==> src/rtl/kf_au_arbiter.sv <==
// ============================================================================
// Module      : kf_au_arbiter
// Description : Two-requester arbiter/sequencer for the shared Kalman AU.
//               Optional macro KF_AU_ARB_FIXED_PRIO_EN: ties go to requester 0.
// Revision    : 1.0 - initial release
// ============================================================================
`default_nettype none

module kf_au_arbiter #(
  parameter int W     = 24,
  parameter int TMO_W = 6
) (
  input  logic         clk,
  input  logic         rst_n,
  input  logic         req0,
  input  logic         req1,
  input  logic [1:0]   op0,
  input  logic [1:0]   op1,
  input  logic [W-1:0] a0,
  input  logic [W-1:0] b0,
  input  logic [W-1:0] a1,
  input  logic [W-1:0] b1,
  output logic         done0,
  output logic         done1,
  output logic [W-1:0] result,
  output logic         err,
  output logic         busy,
  output logic         au_start,
  output logic [1:0]   au_op,
  output logic [W-1:0] au_a,
  output logic [W-1:0] au_b,
  input  logic         au_done,
  input  logic [W-1:0] au_result
);

  typedef enum logic [1:0] {
    S_IDLE  = 2'd0,
    S_ISSUE = 2'd1,
    S_WAIT  = 2'd2,
    S_DONE  = 2'd3
  } state_t;

  localparam logic [TMO_W-1:0] TMO_LIMIT = '1;

  state_t           state_q, state_d;
  logic             gnt_q, gnt_d;
  logic             last_q, last_d;
  logic [TMO_W-1:0] cnt_q, cnt_d;
  logic [1:0]       au_op_q, au_op_d;
  logic [W-1:0]     au_a_q, au_a_d;
  logic [W-1:0]     au_b_q, au_b_d;
  logic [W-1:0]     result_q, result_d;
  logic             done0_q, done0_d;
  logic             done1_q, done1_d;
  logic             err_q, err_d;
  logic             busy_q, busy_d;
  logic             au_start_q, au_start_d;
  logic             tie_gnt;
  logic             pick;

`ifdef KF_AU_ARB_FIXED_PRIO_EN
  assign tie_gnt = 1'b0;
`else
  assign tie_gnt = ~last_q;
`endif

  assign pick = (req0 && req1) ? tie_gnt : req1;

  always_comb begin
    state_d    = state_q;
    gnt_d      = gnt_q;
    last_d     = last_q;
    cnt_d      = cnt_q;
    au_op_d    = au_op_q;
    au_a_d     = au_a_q;
    au_b_d     = au_b_q;
    result_d   = result_q;
    done0_d    = 1'b0;
    done1_d    = 1'b0;
    err_d      = 1'b0;
    au_start_d = 1'b0;

    case (state_q)
      S_IDLE: begin
        if (req0 || req1) begin
          gnt_d      = pick;
          last_d     = pick;
          au_op_d    = pick ? op1 : op0;
          au_a_d     = pick ? a1  : a0;
          au_b_d     = pick ? b1  : b0;
          au_start_d = 1'b1;
          state_d    = S_ISSUE;
        end
      end
      S_ISSUE: begin
        cnt_d   = '0;
        state_d = S_WAIT;
      end
      S_WAIT: begin
        // A completion on the limit cycle takes precedence over the abort.
        if (au_done) begin
          result_d = au_result;
          done0_d  = ~gnt_q;
          done1_d  = gnt_q;
          state_d  = S_DONE;
        end else if (cnt_q == TMO_LIMIT) begin
          result_d = '0;
          err_d    = 1'b1;
          done0_d  = ~gnt_q;
          done1_d  = gnt_q;
          state_d  = S_DONE;
        end else begin
          cnt_d = cnt_q + 1'b1;
        end
      end
      S_DONE: begin
        state_d = S_IDLE;
      end
      default: begin
        state_d = S_IDLE;
      end
    endcase

    busy_d = (state_d != S_IDLE);
  end

  always_ff @(posedge clk) begin
    if (!rst_n) begin
      state_q    <= S_IDLE;
      gnt_q      <= 1'b0;
      last_q     <= 1'b1;
      cnt_q      <= '0;
      au_op_q    <= '0;
      au_a_q     <= '0;
      au_b_q     <= '0;
      result_q   <= '0;
      done0_q    <= 1'b0;
      done1_q    <= 1'b0;
      err_q      <= 1'b0;
      busy_q     <= 1'b0;
      au_start_q <= 1'b0;
    end else begin
      state_q    <= state_d;
      gnt_q      <= gnt_d;
      last_q     <= last_d;
      cnt_q      <= cnt_d;
      au_op_q    <= au_op_d;
      au_a_q     <= au_a_d;
      au_b_q     <= au_b_d;
      result_q   <= result_d;
      done0_q    <= done0_d;
      done1_q    <= done1_d;
      err_q      <= err_d;
      busy_q     <= busy_d;
      au_start_q <= au_start_d;
    end
  end

  assign done0    = done0_q;
  assign done1    = done1_q;
  assign result   = result_q;
  assign err      = err_q;
  assign busy     = busy_q;
  assign au_start = au_start_q;
  assign au_op    = au_op_q;
  assign au_a     = au_a_q;
  assign au_b     = au_b_q;

endmodule

`default_nettype wire

==> config.mk <==
export PLATFORM = sky130hd
export DESIGN_NAME = kf_au_arbiter
export DESIGN_NICKNAME = d
export VERILOG_FILES = /design/src/rtl/kf_au_arbiter.sv
export SDC_FILE = /design/constraint.sdc
export NUM_CORES = 1
export LEC_CHECK = 0
export CAP_MARGIN = 20
export CELL_PAD_IN_SITES_DETAIL_PLACEMENT = 2
export CELL_PAD_IN_SITES_GLOBAL_PLACEMENT = 2
export CORE_ASPECT_RATIO = 1.75
export CORE_MARGIN = 2
export CORE_UTILIZATION = 23
export CTS_CLUSTER_DIAMETER = 100
export DETAILED_ROUTE_END_ITERATION = 10
export GPL_ROUTABILITY_DRIVEN = 0
export HOLD_SLACK_MARGIN = 0.12
export PLACE_DENSITY_LB_ADDON = 0.2
export REMOVE_ABC_BUFFERS = 1
export SYNTH_ARGS = -nofsm -noshare
export SYNTH_HDL_FRONTEND = slang
export SYNTH_SLANG_ARGS = --single-unit
==> constraint.sdc <==
create_clock -name clk -period 2.9 [get_ports clk]
set_input_delay 0.58 -clock clk [delete_from_list [all_inputs] [get_ports clk]]
set_output_delay 0.58 -clock clk [all_outputs]
set_load 0.02 [all_outputs]
After elaboration in Yosys (flattened, before gate mapping)
Cells that the tools add are included.

Output and inout port bits: 79. Flip-flop bits (word level): 89. Bits of input ports: 129. Logic and storage cells: 55.

Reduce and logical (&&, ||, !) cells: 12. Bitwise logic cells: 4. Multiplexer cells: 19. Add/subtract/negate cells: 1. Equality and inequality tests: 6.

Operator list (count): 24-bit 2-to-1 mux (4); 6-bit 2-to-1 mux (2); 6-bit one-hot mux with 2 select lines (1); 2-bit 2-to-1 mux (4); 2-bit one-hot mux with 4 select lines (1); 2-bit AND reduction (4); 1-bit 2-to-1 mux (7); 6-bit by 1-bit adder with 6-bit output, second input constant (1); 6-bit == test, second input constant (1); 2-bit nonzero test (3); 2-bit == test, second input constant (2); 2-bit inequality test, second input constant (2); 1-bit NOT (4); 3-bit AND reduction (1); 3-bit OR reduction (1); 2-bit by 1-bit == test with 1-bit output, second input constant (1); 2-bit zero test (1); 1-bit logical AND (1); 1-bit logical OR (1).

Longest topological paths before layout
Depth in word-level cells: 5. Gate-level depth with buffers: 9. Depth with buffers taken out: 5.

Least setup slack after synthesis
No wires, ideal clock.

Path kind: flip-flop to flip-flop. Start point: register state_q[0]. End point: register cnt_q[0]. Clock period less this slack: 1576 ps. Setup slack: 1324 ps. Stages on the path, launching flop included: 9. Arrival: 1448 ps. Library setup time: 128 ps. Data required time: 2772 ps. Path buffers: 3. Cell sequence: dfxtp_1 inv_1 ha_1 buf_4 and2_1 buf_4 buf_6 a211oi_1 o22ai_1.

Cells in the longest elaborated chain, start to end: 3. Elaborated cells on any way between the ends: 7. Classes of those cells: eq/ne: 4; mux: 1; reduce/logical: 2.

Ends and longest elaborated chain: start: declaration (RTL line 45) `state_t state_q, state_d;`; start signal: assignment (RTL line 143) `state_q <= state_d;`; 2-bit == test / 2-bit by 1-bit == test with 1-bit output (equally long branches) (RTL line 83) `case (state_q)`; 2-bit inequality test (no source line) / 2-bit nonzero test (equally long branches); 3-bit AND reduction (no source line); end signal: assignment (RTL line 146) `cnt_q <= cnt_d;`; end: declaration (RTL line 48) `logic [TMO_W-1:0] cnt_q, cnt_d;`.

Several ways; a longest one is shown, not always the timed one. A chain may end at the register's enable or synchronous reset.

Final worst setup path
Ends and elaborated chain as after synthesis.

==> impl_table.tex <==
\begin{tabular}{lr}
\hline
Metric & Value \\
\hline
\multicolumn{2}{l}{\textbf{Timing}} \\
\quad Upper clock frequency limit & 0.474 GHz \\
\quad Portion of the clock cycle consumed by the worst path in the final layout & 0.728 \\
\quad Skew final & 0.0103 ns \\
\quad Actual slew at the worst max-slew pin & 0.603 ns \\
\quad Fin. max-slew vios & 0 \\
\quad Unrepaired setup endpoints after global routing & false \\
\quad Final setup TNS & 0 ns \\
\quad Relative slew slack & 0.597 \\
\quad Number of hold violations in the final report & 0 \\
\quad Setup violation total in the final timing report & 0 \\
\quad Min cycle time layout & 2.11 ns \\
\quad Post-route worst setup slack & 0.790 ns \\
\quad Worst hold slack & 0.480 ns \\
\multicolumn{2}{l}{\textbf{Critical path}} \\
\quad Setup slack of the most critical reg-to-reg path & 0.79 ns \\
\quad Cells traversed along the worst timing path & inv\_1, ha\_1, buf\_4, nor2\_1, a211oi\_1, o22ai\_1 \\
\quad Standard cell with the maximum stage delay on the critical path & ha\_1 \\
\quad Endpoint required time on the critical path & 3.09 ns \\
\quad Data arrival time at the worst-slack endpoint & 2.30 ns \\
\quad Peak per-stage delay on the critical path & 0.55 ns \\
\quad Crit. End Element & flop \\
\quad Setup CP Type & flop to flop \\
\quad Critical Path Start Type & flop \\
\quad CP Max Fanout & 21 \\
\multicolumn{2}{l}{\textbf{Placed design}} \\
\quad Port Buf Inserts & 207 \\
\quad Worst slack after detailed placement & 0.660 ns \\
\quad Detailed placer's ending HPWL & 10.8 mm \\
\quad Number of cells after detailed placement & 818 \\
\quad Placed standard-cell area & 0.00613 mm\^{}2 \\
\multicolumn{2}{l}{\textbf{Synth}} \\
\quad Number of instances in the synthesized netlist & 416 \\
\quad Syn\_area\_per\_cell & 9.29 um\^{}2 \\
\quad Summed instance area of the synthesized netlist & 0.00387 mm\^{}2 \\
\quad Total of warnings raised by yosys & 0 \\
\quad Proportion of synthesized chip area in sequential cells & 0.461 \\
\quad Synth Register Bits & 89 \\
\quad Number of distinct library cell variants in the gate-level netlist after synthesis & 36 \\
\multicolumn{2}{l}{\textbf{Power and ir drop}} \\
\quad Maximum resistive drop on vdd & 0.404 mV \\
\quad P\_leak & 0.00226 uW \\
\quad Areal power density over the cells & 774 mW/mm\^{}2 \\
\multicolumn{2}{l}{\textbf{Layout}} \\
\quad Net count reported at finish & 739 \\
\quad Diode insertion count for antenna repair & 0 \\
\quad Total non-filler cell area in the finished layout & 0.00641 mm\^{}2 \\
\quad Number of standard cells in the layout, taps in and fillers out & 834 \\
\quad Share of post-route cells with drive strength above 1 & 0.0508 \\
\quad Layout filler cell count & 1848 \\
\quad Signed area change from the synthesized netlist to the final layout & 65.8\% \\
\multicolumn{2}{l}{\textbf{Route}} \\
\quad Post-route DRC & 0 \\
\quad Via-to-Cell Ratio & 4.76 \\
\quad First-pass DRT Iterations & 4 \\
\quad Number of nets still failing antenna checks after routing & 0 \\
\quad Vias post-DR & 3968 \\
\quad Starting DRC count in detailed routing & 76 \\
\quad Detailed-route wire length & 14.5 mm \\
\quad DR WL/cell & 17.4 um \\
\multicolumn{2}{l}{\textbf{Die}} \\
\quad Core outline area & 0.0164 mm\^{}2 \\
\quad Number of I/O pins & 208 \\
\quad Die Width & 102 um \\
\quad Die footprint & 0.0179 mm\^{}2 \\
\quad Initial core utilization & 0.235 \\
\quad Rows & 62 \\
\quad Vertical die dimension & 176 um \\
\multicolumn{2}{l}{\textbf{Status}} \\
\quad Result of the run & complete, no violations \\
\multicolumn{2}{l}{\textbf{Clock tree}} \\
\quad Number of clock buffers inserted by TritonCTS & 9 \\
\quad Clk Tree Root Cell & clkbuf\_16 \\
\quad Hold\_buf cts & 0 \\
\quad Later-pin clock latency in the skew report & 0.35 ns \\
\quad TritonCTS clock tree & yes \\
\quad Maximum number of buffers from clock root to sink & 2 \\
\quad Maximum level of the CTS H-tree & 3 \\
\quad \# resized after CTS & 0 \\
\quad Clock transition time at the flip-flop clock pins of the worst setup and hold paths & 0.06 ns \\
\quad Sink Count & 89 \\
\quad Setup bufs post-CTS & 0 \\
\multicolumn{2}{l}{\textbf{Global route}} \\
\quad Number of antenna violations at the first check in global routing & 0 \\
\quad Tot GR Track Use & 0.164 \\
\quad First-pass GRT wire length & 23.0 mm \\
\quad Pin count of the biggest net entering global routing & 101 \\
\quad Vias in the first global route & 4395 \\
\quad Aggregate global routing overflow & 0 \\
\multicolumn{2}{l}{\textbf{Worst hold path}} \\
\quad Kind of path behind the tightest hold check & flop to flop \\
\multicolumn{2}{l}{\textbf{Flow run}} \\
\quad Total of max-cap violations & 0 \\
\hline
\end{tabular}
[cells in the mapped netlist, drive strengths merged]
| cell type | number | share of area |
|---|---|---|
| a311oi | 24 | 0.059 |
| dfxtp | 89 | 0.46 |
| and4b | 2 | 0.0052 |
| nor2 | 6 | 0.0058 |
| a31oi | 4 | 0.0065 |
| and3b | 1 | 0.0023 |
| nand2 | 31 | 0.030 |
| nand4b | 1 | 0.0023 |
| a211oi | 3 | 0.0058 |
| o21a | 1 | 0.0019 |
| buf | 19 | 0.039 |
| a21oi | 76 | 0.098 |
| o21bai | 1 | 0.0029 |
| inv | 4 | 0.0039 |
| a22oi | 1 | 0.0019 |
| and3 | 4 | 0.0065 |
| nor3 | 3 | 0.0039 |
| a21o | 1 | 0.0019 |
| a21boi | 1 | 0.0019 |
| or3 | 1 | 0.0016 |
| nor4 | 3 | 0.0049 |
| nand2b | 1 | 0.0016 |
| clkbuf | 19 | 0.018 |
| o21ai | 56 | 0.072 |
| ha | 5 | 0.016 |
| nand3b | 1 | 0.0019 |
| mux2i | 50 | 0.13 |
| and2 | 3 | 0.0049 |
| nand3 | 2 | 0.0026 |
| o22ai | 2 | 0.0032 |
| o211ai | 1 | 0.0019 |
[cell usage in the layout (no fill, tap or decap), drive strengths merged, types with 4 or more instances in the layout]
master,netlist,routed
a311oi,24,24
inv,4,4
mux2i,50,50
dfxtp,89,89
clkbuf,19,11
buf,19,10
a31oi,4,4
clkdlybuf4s50,0,206
nor2,6,6
and3,4,4
ha,5,5
a21oi,76,76
nand2,31,31
o21ai,56,56
[cells by family after synthesis]
family | after synthesis | share of synthesized area
buffers and inverters | 42 | 0.0618
AO/OA/AOI/OAI | 171 | 0.258
multiplexers | 50 | 0.129
flip-flops | 89 | 0.461
AND/OR/NAND/NOR | 59 | 0.0735
adder cells (fa/ha/maj) | 5 | 0.0162
[registers in the layout, summed over array words and instances (netlist names)]
signal	cells
done0	1
last_q	1
cnt_q	6
state_q	2
au_op	2
au_a	24
busy	1
done1	1
au_b	24
result	24
au_start	1
gnt_q	1
err	1
[critical path, delay by kind of cell (launching register included)]
family	cells	cell delay, ns
AOI/OAI and AO/OA	2	0.50
adders and majority gates	1	0.55
buffers and inverters	2	0.50
DFF	1	0.33
and+or+nand+nor	1	0.08
[stage by stage]
step,total power (uW),util
2_1_floorplan,2790,-
3_3_place_gp,3800,0.371
3_5_place_dp,3870,0.373
4_1_cts,5050,0.390
5_1_grt,5310,0.390
6_report,4960,0.390
[metal layers]
layer  up-vias  track usage  routed length (um)
met5         -            0                   0
met4         0       0.0533                 213
met3        12       0.0752                1570
met2       146        0.289                7530
met1      1894        0.169                5230
li1       1916            -                   -
[report_power, final]
part           switching [uW]  total (uW)  internal (uW)
sequential                164        1700           1530
combinational            1180        2130            952
clock                     519        1130            610
total                    1860        4960           3100
[cell type report]
class	instances	area, um^2	share of cell area
Multi-Input combinational cell	285	1860	0.290
Timing Repair Buffer	216	2190	0.342
Inverter	4	15.0	0.00234
Clock inverter	5	41.3	0.00644
Tap cell	224	280	0.0437
Sequential cell	89	1780	0.278
Clock buffer	11	243	0.0379
[worst paths after layout]
kind,startpoint,to,depth (start not counted)
worst max-delay path,state_q[0]$_SDFF_PN0_,cnt_q[0]$_SDFFE_PN0P_,6
worst min register to register,gnt_q$_SDFFE_PN0P_,done0$_SDFF_PN0_,1
worst max register to register,state_q[0]$_SDFF_PN0_,cnt_q[0]$_SDFFE_PN0P_,6
worst min-delay path,gnt_q$_SDFFE_PN0P_,done0$_SDFF_PN0_,1
(Power assumes the default switching activity.)
